File: config.mk
export PLATFORM = sky130hd
export DESIGN_NAME = xmodem_rx_ctrl
export DESIGN_NICKNAME = d
export VERILOG_FILES = /design/src/rtl/xmodem_rx_ctrl.sv
export SDC_FILE = /design/constraint.sdc
export NUM_CORES = 1
export LEC_CHECK = 0
export BUFFER_PORTS_ARGS = -buffer_cell sky130_fd_sc_hd__buf_4
export CORE_ASPECT_RATIO = 1.1
export CORE_MARGIN = 2
export CORE_UTILIZATION = 59
export DETAILED_ROUTE_END_ITERATION = 16
export PLACE_DENSITY = 0.8
export SYNTH_ARGS = -nofsm -noshare
export SYNTH_HDL_FRONTEND = slang
export SYNTH_SLANG_ARGS = --single-unit
File: constraint.sdc
create_clock -name clk -period 3.3 [get_ports clk]
set_input_delay 0.33 -clock clk [delete_from_list [all_inputs] [get_ports clk]]
set_output_delay 0.33 -clock clk [all_outputs]
set_load 0.05 [all_outputs]
File: src/rtl/xmodem_rx_ctrl.sv
// xmodem_rx_ctrl
// XMODEM receive controller. Turns the UART receive byte stream into scene
// memory byte writes and answers each block with ACK/NAK, aborting with a
// double CAN when the sender misbehaves or retries run out. Handles 128-byte
// SOH blocks, optional 1024-byte STX blocks, 8-bit checksum or CRC-16/XMODEM,
// duplicate-block suppression, an inter-byte timeout and bounded retries.
//
// Ports:
//   clk, rst                   sole clock, synchronous active-high reset
//   start                      one-cycle pulse, begins a transfer from IDLE
//   rx_data, rx_valid          received byte and its one-cycle strobe
//   tx_data, tx_valid, tx_ready response byte, held until tx_valid & tx_ready
//   wr_en, wr_addr, wr_data    single-byte memory write, one cycle after rx
//   bytes_loaded               total bytes of ACKed blocks
//   done, error                sticky: EOT acknowledged / transfer aborted
module xmodem_rx_ctrl #(
  parameter int ADDR_W      = 16,
  parameter int ENABLE_1K   = 1,
  parameter int CRC_MODE    = 0,
  parameter int TIMEOUT_CYC = 50_000_000,
  parameter int MAX_RETRIES = 10
) (
  input  logic              clk,
  input  logic              rst,
  input  logic              start,
  input  logic [7:0]        rx_data,
  input  logic              rx_valid,
  output logic [7:0]        tx_data,
  output logic              tx_valid,
  input  logic              tx_ready,
  output logic              wr_en,
  output logic [ADDR_W-1:0] wr_addr,
  output logic [7:0]        wr_data,
  output logic [ADDR_W:0]   bytes_loaded,
  output logic              done,
  output logic              error
);

  localparam logic [7:0] SOH = 8'h01;
  localparam logic [7:0] STX = 8'h02;
  localparam logic [7:0] EOT = 8'h04;
  localparam logic [7:0] ACK = 8'h06;
  localparam logic [7:0] NAK = 8'h15;
  localparam logic [7:0] CAN = 8'h18;
  localparam logic [7:0] START_CHR = (CRC_MODE != 0) ? 8'h43 : NAK;
  localparam int TMO_W = $clog2(TIMEOUT_CYC + 1);
  localparam logic [TMO_W-1:0] TMO_LAST = TMO_W'(TIMEOUT_CYC - 1);
  localparam int RTY_W = $clog2(MAX_RETRIES + 2);
  localparam int BL_W  = ADDR_W + 1;

  typedef enum logic [3:0] {
    IDLE, INIT, WAIT_HDR, BLK, BLK_N, DATA, CHK_HI, CHK_LO, RESP, DONE, ABORT
  } state_t;

  typedef enum logic [1:0] {RK_PLAIN, RK_NEW, RK_EOT} resp_t;

  function automatic logic [15:0] crc16_upd(input logic [15:0] c, input logic [7:0] b);
    logic [15:0] r;
    r = c ^ {b, 8'h00};
    for (int i = 0; i < 8; i++) begin
      r = r[15] ? ((r << 1) ^ 16'h1021) : (r << 1);
    end
    return r;
  endfunction

  state_t            state, state_n;
  resp_t             resp_kind, resp_kind_n;
  logic              tx_valid_n, done_n, error_n;
  logic [7:0]        tx_data_n;
  logic              vld_p1, vld_n;
  logic [ADDR_W-1:0] wr_addr_p1, wr_addr_n;
  logic [7:0]        wr_data_p1, wr_data_n;
  logic [BL_W-1:0]   bl_n;
  logic [7:0]        expected, expected_n;
  logic [ADDR_W-1:0] base, base_n;
  logic [RTY_W-1:0]  retries, retries_n, retries_inc;
  logic [TMO_W-1:0]  tmo_cnt, tmo_n;
  logic              first_hdr, first_hdr_n;
  logic              can_second, can_second_n;
  logic              len_1k, len_1k_n;
  logic [7:0]        blk, blk_n;
  logic              bad, bad_n, dup, dup_n;
  logic [9:0]        idx, idx_n, idx_last;
  logic [10:0]       len_val;
  logic [7:0]        sum, sum_n, chk_hi, chk_hi_n;
  logic [15:0]       crc, crc_n;
  logic              tx_fire, counting, tmo_hit, rty_over, chk_ok;
  logic              retry_evt, abort_evt;
  logic [7:0]        retry_chr;
  state_t            retry_to;

  assign tx_fire     = tx_valid & tx_ready;
  assign counting    = state inside {WAIT_HDR, BLK, BLK_N, DATA, CHK_HI, CHK_LO};
  assign tmo_hit     = counting && !rx_valid && (tmo_cnt == TMO_LAST);
  assign retries_inc = retries + 1'b1;
  assign rty_over    = (int'(retries_inc) > MAX_RETRIES);
  assign idx_last    = len_1k ? 10'd1023 : 10'd127;
  assign len_val     = len_1k ? 11'd1024 : 11'd128;
  assign chk_ok      = (CRC_MODE != 0) ? ({chk_hi, rx_data} == crc) : (rx_data == sum);

  // Stage p0: byte decode, next-state and response selection
  always_comb begin
    state_n      = state;
    resp_kind_n  = resp_kind;
    tx_valid_n   = tx_valid;
    tx_data_n    = tx_data;
    vld_n        = 1'b0;
    wr_addr_n    = wr_addr_p1;
    wr_data_n    = wr_data_p1;
    bl_n         = bytes_loaded;
    done_n       = done;
    error_n      = error;
    expected_n   = expected;
    base_n       = base;
    retries_n    = retries;
    first_hdr_n  = first_hdr;
    can_second_n = can_second;
    len_1k_n     = len_1k;
    blk_n        = blk;
    bad_n        = bad;
    dup_n        = dup;
    idx_n        = idx;
    sum_n        = sum;
    crc_n        = crc;
    chk_hi_n     = chk_hi;
    tmo_n        = '0;
    retry_evt    = 1'b0;
    abort_evt    = 1'b0;
    retry_chr    = NAK;
    retry_to     = RESP;

    if (counting && !rx_valid && !tmo_hit) tmo_n = tmo_cnt + 1'b1;

    case (state)
      IDLE: begin
        if (start) begin
          tx_valid_n  = 1'b1;
          tx_data_n   = START_CHR;
          expected_n  = 8'd1;
          base_n      = '0;
          bl_n        = '0;
          retries_n   = '0;
          first_hdr_n = 1'b0;
          state_n     = INIT;
        end
      end
      INIT: begin
        if (tx_fire) begin
          tx_valid_n = 1'b0;
          state_n    = WAIT_HDR;
        end
      end
      WAIT_HDR: begin
        if (rx_valid) begin
          case (rx_data)
            SOH: begin
              len_1k_n    = 1'b0;
              first_hdr_n = 1'b1;
              state_n     = BLK;
            end
            STX: begin
              if (ENABLE_1K != 0) begin
                len_1k_n    = 1'b1;
                first_hdr_n = 1'b1;
                state_n     = BLK;
              end
            end
            EOT: begin
              tx_valid_n  = 1'b1;
              tx_data_n   = ACK;
              resp_kind_n = RK_EOT;
              state_n     = RESP;
            end
            default: ;
          endcase
        end else if (tmo_hit) begin
          retry_evt = 1'b1;
          if (!first_hdr) begin
            retry_chr = START_CHR;
            retry_to  = INIT;
          end
        end
      end
      BLK: begin
        if (rx_valid) begin
          blk_n   = rx_data;
          state_n = BLK_N;
        end else if (tmo_hit) begin
          retry_evt = 1'b1;
        end
      end
      BLK_N: begin
        if (rx_valid) begin
          bad_n = (rx_data != ~blk);
          dup_n = (blk == expected - 8'd1);
          idx_n = '0;
          sum_n = '0;
          crc_n = '0;
          // Only a trustworthy block number can be a sequence error.
          if ((rx_data == ~blk) && (blk != expected) && (blk != expected - 8'd1))
            abort_evt = 1'b1;
          else
            state_n = DATA;
        end else if (tmo_hit) begin
          retry_evt = 1'b1;
        end
      end
      DATA: begin
        if (rx_valid) begin
          if (!bad && !dup) begin
            vld_n     = 1'b1;
            wr_addr_n = base + ADDR_W'(idx);
            wr_data_n = rx_data;
          end
          sum_n = sum + rx_data;
          crc_n = crc16_upd(crc, rx_data);
          idx_n = idx + 10'd1;
          if (idx == idx_last) state_n = (CRC_MODE != 0) ? CHK_HI : CHK_LO;
        end else if (tmo_hit) begin
          retry_evt = 1'b1;
        end
      end
      CHK_HI: begin
        if (rx_valid) begin
          chk_hi_n = rx_data;
          state_n  = CHK_LO;
        end else if (tmo_hit) begin
          retry_evt = 1'b1;
        end
      end
      CHK_LO: begin
        if (rx_valid) begin
          if (chk_ok && !bad) begin
            tx_valid_n  = 1'b1;
            tx_data_n   = ACK;
            resp_kind_n = dup ? RK_PLAIN : RK_NEW;
            state_n     = RESP;
          end else begin
            retry_evt = 1'b1;
          end
        end else if (tmo_hit) begin
          retry_evt = 1'b1;
        end
      end
      RESP: begin
        if (tx_fire) begin
          tx_valid_n = 1'b0;
          case (resp_kind)
            RK_NEW: begin
              base_n     = base + ADDR_W'(len_val);
              bl_n       = bytes_loaded + BL_W'(len_val);
              expected_n = expected + 8'd1;
              retries_n  = '0;
              state_n    = WAIT_HDR;
            end
            RK_EOT: begin
              done_n  = 1'b1;
              state_n = DONE;
            end
            default: state_n = WAIT_HDR;
          endcase
        end
      end
      ABORT: begin
        if (tx_fire) begin
          if (!can_second) begin
            can_second_n = 1'b1;
          end else begin
            tx_valid_n = 1'b0;
            error_n    = 1'b1;
          end
        end
      end
      default: ;
    endcase

    if (abort_evt || (retry_evt && rty_over)) begin
      state_n      = ABORT;
      tx_valid_n   = 1'b1;
      tx_data_n    = CAN;
      can_second_n = 1'b0;
    end else if (retry_evt) begin
      retries_n   = retries_inc;
      state_n     = retry_to;
      tx_valid_n  = 1'b1;
      tx_data_n   = retry_chr;
      resp_kind_n = RK_PLAIN;
    end
  end

  // Stage p1: registered control, response and write port
  always_ff @(posedge clk) begin
    if (rst) begin
      state        <= IDLE;
      resp_kind    <= RK_PLAIN;
      tx_valid     <= 1'b0;
      tx_data      <= '0;
      vld_p1       <= 1'b0;
      wr_addr_p1   <= '0;
      wr_data_p1   <= '0;
      bytes_loaded <= '0;
      done         <= 1'b0;
      error        <= 1'b0;
      expected     <= 8'd1;
      base         <= '0;
      retries      <= '0;
      tmo_cnt      <= '0;
      first_hdr    <= 1'b0;
      can_second   <= 1'b0;
    end else begin
      state        <= state_n;
      resp_kind    <= resp_kind_n;
      tx_valid     <= tx_valid_n;
      tx_data      <= tx_data_n;
      vld_p1       <= vld_n;
      wr_addr_p1   <= wr_addr_n;
      wr_data_p1   <= wr_data_n;
      bytes_loaded <= bl_n;
      done         <= done_n;
      error        <= error_n;
      expected     <= expected_n;
      base         <= base_n;
      retries      <= retries_n;
      tmo_cnt      <= tmo_n;
      first_hdr    <= first_hdr_n;
      can_second   <= can_second_n;
    end
  end

  always_ff @(posedge clk) begin
    len_1k <= len_1k_n;
    blk    <= blk_n;
    bad    <= bad_n;
    dup    <= dup_n;
    idx    <= idx_n;
    sum    <= sum_n;
    crc    <= crc_n;
    chk_hi <= chk_hi_n;
  end

  assign wr_en   = vld_p1;
  assign wr_addr = wr_addr_p1;
  assign wr_data = wr_data_p1;

endmodule
# Word-level counts from Yosys, hierarchy flattened
# Cells that the tools add are included.
# op_classes
add_sub_neg,9
n_lt_le_gt_ge,1
eq_ne,63
muxes,88
bitwise,5
reduce_logical,48
# op_table
operator,n
$mux W4,24
$mux W8,10
$mux W17,3
$mux W16,3
$pmux W4 S9,1
$pmux W17 S2,1
$ne A4 B3 Y1 const B,8
$pmux W16 S2,1
$pmux W8 S2,2
$mux W10,3
$ne A3 B3 Y1 const B,10
$reduce_and A14 Y1,2
$add A26 B1 Y26 const B,1
$eq A26 B26 Y1 const B,1
$eq A8 B8 Y1,3
$ne A8 B8 Y1,3
$pmux W8 S3,1
$mux W1,22
$ne A4 B4 Y1 const B,5
$pmux W10 S2,1
$reduce_and A6 Y1,3
$add A17 B11 Y17,1
$add A16 B10 Y16,1
$add A16 B11 Y16,1
other kinds (51),103
# totals
ff_bits,144
in_bits,13
output_inout_bits,53
word_cells,239

# Longest topological paths before layout
# Gate-level depths: netlist of run 1.
# logic_depth
ltp_word,11
mapped_depth,11
depth_no_buf,10

# Worst setup path after synthesis of run 1
# OpenSTA, ideal clock, no wires.
# synth_path
path_kind,flip-flop to flip-flop
start,register expected[0]
end,register state[0]
setup_ps,125
arrival_ps,2606
path_slack_ps,569
stages_incl_launch_ff,10
synth_period_minus_slack_ps,2731
cell_sequence,dfxtp_1 > buf_6 > or4_4 > o21a_1 > or4_1 > a2111o_1 > clkinv_2 > o21ai_2 > a2111oi_4 > nor3b_2
# synth_via
elab_chain_len,8
# synth_rtl
item,line,source
start: declaration,74,"logic [7:0] expected, expected_n;"
start signal: assignment,321,expected <= expected_n;
$sub A8 B1 Y8 or $ne A8 B8 Y1 (tied branches),200,if ((rx_data == ~blk) && (blk != expected) && (blk != expected - 8'd1))
$ne A8 B8 Y1 or $logic_and A1 B1 Y1 (tied branches),200,
$logic_and A1 B1 Y1 (*),200,
$mux W1,200,
$mux W1,193,if (rx_valid) begin
$mux W1,134,case (state)
$logic_or A1 B1 Y1,277,if (abort_evt || (retry_evt && rty_over)) begin
$reduce_or A2 Y1 (no line),n/a,
end signal: assignment,311,state <= state_n;
end: declaration,66,"state_t state, state_n;"
# Every way passes the cells marked *; elsewhere a longest branch is shown, timed or not.
# A chain may end at the register's enable or synchronous reset.

# Worst setup path in the final report of run 1
# layout_path
start,register expected[0]
end,register state[3]
# layout_via
elab_chain_len,9
# layout_rtl
item,line
$sub A8 B1 Y8 or $ne A8 B8 Y1 (tied branches),200
$ne A8 B8 Y1 or $logic_and A1 B1 Y1 (tied branches),200
$logic_and A1 B1 Y1 (*),200
$mux W1,200
$mux W1,193
$mux W1,134
$logic_or A1 B1 Y1,277
$reduce_bool A11 Y1 (no line) (tied with other cells),n/a
$reduce_and A14 Y1 (no line),n/a
# Marks and branches as above.

==> results.json, run 1 <==
{
  "synthArstFlopShare_pct": 0,
  "clk_pin_slew_ns": 0.06,
  "netlist.top_cell.by_area": "dfxtp_1",
  "rows": 40,
  "worstHoldEndpoint": "blk[6]",
  "rsz0062_at_grt": "no",
  "fp.dieW_um": 105,
  "core-area_um2": 11000,
  "netlist_top_cells_count": "108 x nor2_1, 98 x dfxtp_1, 77 x nand2_1, 54 x xor2_1, 51 x a21oi_1",
  "yosys_warnings": 0,
  "min-delay-start": "rx_data[6]",
  "place_ws_ns": 0.440,
  "io_pins": 66,
  "drv_cap": 0,
  "finalCritPeriodShare_pct": 88.2,
  "outcome": "completed",
  "r2r_slack_ns": 0.39,
  "max-vdd-ir-drop_mv": 0.383,
  "grt_max_degree": 53,
  "ys_seq_area_share_pct": 42.7,
  "period_minus_slack_ns": 2.91,
  "dieArea_um2": 12100,
  "skew_ns": 0.0113,
  "root_buffer": "clkbuf_16",
  "detail_route.iter0.violations": 294,
  "syn_inst": 758,
  "post_cts_resized": 0,
  "p_leak_nw": 2.89,
  "fmax_mhz": 343,
  "power_mw": 4.60,
  "cts_buffers": 17,
  "place_hpwl_mm": 10.5,
  "initial_utilization_pct": 60.5,
  "synth_most_common_cell": "nor2_1",
  "hold_viol_final": 0,
  "fill_cells": 831,
  "ff2ff_path_depth": 7,
  "r2r_end": "state[3]",
  "power_density_nw_per_um2": 596,
  "dpl-instance-area_um2": 7150,
  "synth_ff_type": "dfxtp_1",
  "hold-worst-slack_ns": 0.144,
  "multi_input_area_um2": 3540,
  "clock_path_buffers": 2,
  "post-route-util_pct": 70.4,
  "io_buffers": 55,
  "cp.required_ns": 3.61,
  "synth.area.top_cells": "dfxtp_1 30%, edfxtp_1 13%, xor2_1 7.1%",
  "insertion_delay_ns": 0.42,
  "area.growth.synth_to_final_pct": 16.5,
  "cp-end-kind": "flop",
  "worstMarginPinSlew_ns": 0.831,
  "cts_tree": "done",
  "setup_slack_ns": 0.388,
  "startpoint_type": "flop",
  "path_buf_inv": 0,
  "synth_cell_type_count": 67,
  "grt_pass1_vias": 5476,
  "hp-class": "in -> reg",
  "overflow": 0,
  "viasPerCell": 5.83,
  "regToRegStartpoint": "expected[0]",
  "slew_headroom_pct": 44.6,
  "netlist_area_um2": 6630,
  "path_cells": "or4_4 > o21a_1 > or4_1 > a2111o_1 > a21oi_2 > nor2_1 > a211o_1",
  "hold_depth": 1,
  "post-route-drc-count": 0,
  "slew_violations": 0,
  "synth-seq-cells": 127,
  "fin_cells": 968,
  "antenna_found_initial": 0,
  "crit_path_max_incr_delay_ns": 0.59,
  "seq_area_um2": 2830,
  "cts-htree-levels": 4,
  "final_cell_area_um2": 7720,
  "cts_hold_buf": 0,
  "postRouteWirelength_mm": 14.9,
  "vias": 5648,
  "worst_ep_arrival_time_ns": 3.22,
  "critPathMaxFanout": 9,
  "cts.sinks": 127,
  "drt_pass1_iterations": 6,
  "place_inst": 936,
  "synth-edff-count": 29,
  "criticalPathCategory": "reg -> reg",
  "die_h_um": 115,
  "ant_nets": 0,
  "fin_setup_tns_ns": 0,
  "grt_use_total_pct": 25.5,
  "gp_congestion": 0.917,
  "wl_per_cell_um": 15.4,
  "synth_top_area_share_pct": 29.6,
  "syn_avg_cell_area_um2": 8.74,
  "grt_first_pass_wirelength_mm": 24.8,
  "final_nets": 844,
  "critical-path-top-delay-family": "compound AO/OA/AOI/OAI gates",
  "drive_gt1_share_pct": 14.7,
  "cpMaxStageDelayCell": "or4_4",
  "insertedDiodeCount": 0,
  "postCtsSetupBuffers": 0,
  "setup_viol": 0
}
==> worst max-delay path by stage <==
stage | start | end | cells past startpoint
after CTS | expected[0] | state[3] | 7
after detailed placement | tmo_cnt[16] | state[3] | 6
after global routing | expected[0] | state[0] | 7
after global placement | tmo_cnt[16] | state[3] | 6
after floorplan | expected[0] | state[0] | 9
final | expected[0] | state[3] | 7
==> cells by family (layout without fill, tap and decap cells) <==
group / after synthesis / after routing / share of synthesized area (%)
xor gates and xnor gates: 88 / 88 / 11.6
adders and majority gates: 23 / 23 / 4.46
AOI/OAI and AO/OA: 112 / 112 / 10.9
muxes: 5 / 5 / 0.793
other: 1 / 10 / 0.0566
buffers and inverters: 66 / 120 / 4.48
DFF: 127 / 127 / 42.7
and+or+nand+nor: 336 / 336 / 24.9
==> sequential cells by signal, summed over array words and instances (netlist names), 2 cells and up <==
name          count
resp_kind         2
blk               8
tx_data           5
retries           4
bytes_loaded     10
base              9
state             4
sum               8
wr_data           8
tmo_cnt          26
wr_addr          16
expected          8
idx              10
==> area by class of cell <==
cell class | instances | area share, %
Tap cell | 147 | 2.38
Clock inverter | 12 | 1.41
Multi-Input combinational cell | 574 | 45.8
Inverter | 20 | 0.989
Timing Repair Buffer | 68 | 6.78
Sequential cell | 127 | 36.7
Clock buffer | 20 | 5.92
==> per-layer routing <==
metal  vias to the layer above  GRT usage (%)  routed length (um)
met5                         -              0                   0
met4                         0           11.5                 343
met3                        43           5.67                 942
met2                       200           45.1                7430
met1                      2668           29.8                6140
li1                       2737              -                   -
==> power by group <==
part / total (mW) / internal (mW) / switching, mW / leakage, nW
logic: 1.10 / 0.388 / 0.713 / 1.56
registers: 1.72 / 1.66 / 0.0606 / 1.05
clock network: 1.78 / 1.08 / 0.702 / 0.287
==> layout by cell type, fill, tap and decap left out, types with 4 or more instances in the layout <==
| cell type | count |
|---|---|
| xnor2_1 | 34 |
| nor4_1 | 8 |
| nor3_1 | 15 |
| nand2_1 | 77 |
| and4_1 | 6 |
| ha_1 | 22 |
| conb_1 | 10 |
| o21ai_0 | 13 |
| nand4_1 | 14 |
| nor2_1 | 108 |
| inv_1 | 19 |
| and3_1 | 11 |
| a21o_1 | 5 |
| nand3_1 | 47 |
| edfxtp_1 | 29 |
| a211oi_1 | 8 |
| a21oi_1 | 51 |
| xor2_1 | 54 |
| buf_4 | 67 |
| clkinv_2 | 5 |
| clkbuf_16 | 17 |
| nor2b_1 | 4 |
| dfxtp_1 | 98 |
| nand2b_1 | 8 |
| or3_1 | 6 |
| or4_1 | 5 |
| a31oi_1 | 5 |
No activity file was read; power rests on OpenSTA's default activity.
==> run 2: changes to the inputs <==
clock period = 3.03 ns   (was 3.3 ns; I/O delays follow)
==> results.json, run 2 (same netlist as run 1, synthesis figures left out) <==
{
  "fp.dieW_um": 105,
  "clock_path_buffers": 2,
  "place_hpwl_mm": 10.7,
  "postCtsSetupBuffers": 0,
  "skew_ns": 0.00689,
  "hold-worst-slack_ns": 0.114,
  "worstMarginPinSlew_ns": 0.560,
  "max-vdd-ir-drop_mv": 0.548,
  "root_buffer": "clkbuf_16",
  "switching_power_mw": 1.60,
  "slew_headroom_pct": 62.7,
  "critPathMaxFanout": 9,
  "dieArea_um2": 12100,
  "initial_utilization_pct": 60.5,
  "rows": 40,
  "largest_register_ffs": 26,
  "clk_pin_slew_ns": 0.06,
  "setup_viol": 0,
  "insertedDiodeCount": 0,
  "hold_viol_final": 0,
  "path_buf_inv": 0,
  "fill_cells": 843,
  "drive_gt1_share_pct": 15.2,
  "wl_per_cell_um": 15.9,
  "vias": 5604,
  "detail_route.iter0.violations": 292,
  "power_density_nw_per_um2": 666,
  "ant_nets": 0,
  "drv_cap": 0,
  "cts_hold_buf": 0,
  "area.growth.synth_to_final_pct": 17.7,
  "final_cell_mix": "108 x nor2_1, 98 x dfxtp_1, 77 x nand2_1",
  "critical-path-top-delay-family": "simple AND/OR/NAND/NOR gates",
  "grt_use_total_pct": 27.1,
  "path_cells": "or4_4 > o21a_1 > or4_1 > a2111o_1 > a21oi_2 > nand2b_2 > nor3b_2",
  "postRouteWirelength_mm": 15.5,
  "fin_setup_tns_ns": 0,
  "layout_commonest_cell": "nor2_1",
  "cts_tree": "done",
  "regMostFlops": "tmo_cnt",
  "finalCritPeriodShare_pct": 95.9,
  "io_pins": 66,
  "p_leak_nw": 2.94,
  "startpoint_type": "flop",
  "slew_violations": 0,
  "rsz0062_at_grt": "no",
  "crit_path_max_incr_delay_ns": 0.58,
  "gp_congestion": 0.951,
  "cts_buffers": 17,
  "power_frac_seq_pct": 36.4,
  "combPwrFrac_pct": 23.2,
  "power_mw": 5.19,
  "cts.sinks": 127,
  "cp.required_ns": 3.38,
  "hp-class": "in -> reg",
  "period_minus_slack_ns": 2.91,
  "switching_share_pct": 30.8,
  "fmax_mhz": 344,
  "post_cts_resized": 0,
  "grt_pass1_vias": 5538,
  "clkPwrFrac_pct": 40.4,
  "core-area_um2": 11000,
  "internal_power_mw": 3.59,
  "final_nets": 851,
  "dpl-instance-area_um2": 7190,
  "post-route-util_pct": 71.2,
  "antenna_found_initial": 0,
  "io_buffers": 55,
  "grt_first_pass_wirelength_mm": 26.1,
  "final_cell_area_um2": 7800,
  "worst_ep_arrival_time_ns": 3.25,
  "die_h_um": 115,
  "drt_pass1_iterations": 5,
  "post-route-drc-count": 0,
  "outcome": "completed",
  "cpMaxStageDelayCell": "or4_4",
  "viasPerCell": 5.75,
  "cp-end-kind": "flop",
  "grt_max_degree": 53,
  "overflow": 0,
  "cts-htree-levels": 4,
  "criticalPathCategory": "reg -> reg",
  "insertion_delay_ns": 0.42
}
==> run 2: area by class of cell <==
class	instances	area [um^2]	area share, %
clock buffer	21	472	6.05
clock inverter	10	134	1.72
inverter	20	76.3	0.979
multi-input combinational	574	3540	45.4
sequential	127	2830	36.3
tap	147	184	2.36
timing repair buffer	75	563	7.22
==> run 2: path summary, 6_finish.rpt <==
path | startpoint | end | slack, ns | cells after the start
max reg2reg | expected[0] | state[0] | 0.12 | 7
max | expected[0] | state[0] | 0.12 | 7
min reg2reg | wr_addr[0] | wr_addr[0] | 0.46 | 2
min | rx_data[6] | blk[6] | 0.11 | 1
==> run 2: worst register-to-register path, cell delays in order (launching register included) <==
cell,delay [ns]
dfxtp_1,0.39
or4_4,0.58
o21a_1,0.20
or4_1,0.50
a2111o_1,0.48
a21oi_2,0.31
nand2b_2,0.16
nor3b_2,0.21
==> run 2: power groups by stage <==
stage                     clock [mW]  combinational (mW)  sequential, mW
after floorplan                    0               0.764            2.00
after global placement             0                1.15            1.92
after detailed placement           0                1.17            1.92
after CTS                       2.11                1.19            1.89
after global routing            2.19                1.30            1.90
final                           2.10                1.21            1.89
==> run 2: layer usage <==
layer / up-vias / track usage [%] / wire length, um
met2: 170 / 47.5 / 7820
met4: 0 / 12.1 / 359
met1: 2652 / 32.4 / 6500
met3: 35 / 5.67 / 780
li1: 2747 / - / -
met5: - / 0 / 0
==> run 2: per-stage QoR <==
stage                     setup WS [ns]  std cells
after CTS                         0.150        974
after floorplan                   0.299        767
after global placement            0.239        943
final                             0.124        974
after detailed placement          0.161        943
after global routing             0.0489        974
==> run 3: changes to the inputs <==
CORE_MARGIN = not set   (was 2)
SETUP_SLACK_MARGIN = 0.3   (was not set)
==> results.json, run 3 (same netlist as run 1, synthesis figures left out) <==
{
  "outcome": "completed",
  "insertion_delay_ns": 0.42,
  "grt_use_total_pct": 27.9,
  "regMostFlops": "tmo_cnt",
  "wl_per_cell_um": 15.7,
  "fp.dieW_um": 103,
  "gp_congestion": 0.929,
  "fin_setup_tns_ns": 0,
  "slew_violations": 0,
  "setup_viol": 0,
  "final_nets": 856,
  "finalCritPeriodShare_pct": 88.1,
  "startpoint_type": "flop",
  "regToRegStartpoint": "tmo_cnt[16]",
  "worst_ep_arrival_time_ns": 2.95,
  "ant_nets": 0,
  "root_buffer": "clkbuf_16",
  "met3WireLength_um": 939,
  "cts-htree-levels": 4,
  "crit_path_start": "tmo_cnt[16]",
  "io_pins": 66,
  "hold_viol_final": 0,
  "io_buffers": 55,
  "detail_route.iter0.violations": 301,
  "viasPerCell": 5.78,
  "route.met2.wl_mm": 7.77,
  "layout_commonest_cell": "nor2_1",
  "hp-class": "in -> reg",
  "p_leak_nw": 2.96,
  "cp-end-kind": "flop",
  "antenna_found_initial": 0,
  "drt_pass1_iterations": 5,
  "final_cell_mix": "107 x nor2_1, 94 x dfxtp_1, 80 x buf_4",
  "worstMarginPinSlew_ns": 0.564,
  "period_minus_slack_ns": 2.67,
  "cts_tree": "done",
  "rows": 40,
  "cts_buffers": 17,
  "rsz0062_at_grt": "no",
  "grt_pass1_vias": 5428,
  "critPathMaxFanout": 5,
  "fmax_mhz": 375,
  "min-delay-start": "rx_data[3]",
  "postRouteWirelength_mm": 15.4,
  "cp.required_ns": 3.31,
  "power_density_nw_per_um2": 642,
  "clock_path_buffers": 2,
  "dieArea_um2": 11700,
  "largest_register_ffs": 26,
  "grt_max_degree": 53,
  "clk_pin_slew_ns": 0.06,
  "place_hpwl_mm": 10.7,
  "area.growth.synth_to_final_pct": 18.8,
  "drt-met1-wl_mm": 6.38,
  "post-route-drc-count": 0,
  "highest_layer": "met4",
  "core-area_um2": 10900,
  "slew_headroom_pct": 62.4,
  "cts_hold_buf": 0,
  "max-vdd-ir-drop_mv": 0.462,
  "criticalPathCategory": "reg -> reg",
  "vias": 5662,
  "die_h_um": 113,
  "drive_gt1_share_pct": 17.4,
  "insertedDiodeCount": 0,
  "fin_cells": 980,
  "cts.sinks": 127,
  "initial_utilization_pct": 60.7,
  "drv_cap": 0,
  "skew_ns": 0.00803,
  "grt_first_pass_wirelength_mm": 25.2,
  "place_inst": 941,
  "overflow": 0
}
-- run 3: path summary, 6_finish.rpt --
| path | to | slack (ns) | cells after the start |
|---|---|---|---|
| min | blk[3] | 0.14 | 1 |
| min reg2reg | tx_data[2] | 0.46 | 2 |
| max reg2reg | state[1] | 0.36 | 7 |
| max | state[1] | 0.36 | 7 |
-- run 3: routing by layer --
metal,vias up,global-route usage (%)
li1,2745,-
met1,2673,34.3
met2,215,47.0
met3,29,5.87
met4,0,11.5
met5,-,0
-- run 3: layout make-up --
cell class / instances / area, um^2
multi-input combinational: 574 / 3610
fill: 854 / 3040
sequential: 127 / 2840
timing repair buffer: 80 / 601
clock buffer: 22 / 474
tap: 147 / 184
clock inverter: 10 / 83.8
inverter: 20 / 76.3
-- run 3: power breakdown --
group / internal, mW / total, mW / switching (mW)
registers: 1.81 / 1.89 / 0.0748
logic: 0.456 / 1.25 / 0.793
clock network: 1.19 / 1.92 / 0.729
-- run 3: through the flow --
stage / instance area [um^2] / total power, mW / util [%] / hold WS, ns / setup slack, ns
after floorplan: 6660 / 2.76 / - / 0.402 / 0.299
after global placement: 7180 / 3.05 / 65.8 / 0.438 / 0.244
after detailed placement: 7180 / 3.09 / 65.8 / 0.443 / 0.146
after CTS: 7810 / 5.02 / 71.6 / 0.125 / 0.309
after global routing: 7870 / 5.26 / 72.1 / 0.124 / 0.287
final: 7870 / 5.05 / 72.1 / 0.136 / 0.361
-- run 3: what timing repair did --
item / 4_1_cts / 5_1_grt
pin swaps: 8 / 4
gates resized for setup: 11 / 14
gates cloned: 0 / 0
hold endpoints to repair: 0 / 0
setup endpoints to repair: 12 / 11
setup buffers: 5 / 2
-- run 3: worst max-delay path, cell delays in order (launching register included) --
cell,delay (ns)
dfxtp_1,0.34
or4_1,0.53
or4_4,0.50
or4_4,0.49
and2_4,0.22
and4_4,0.19
o21ai_0,0.16
a31oi_1,0.09
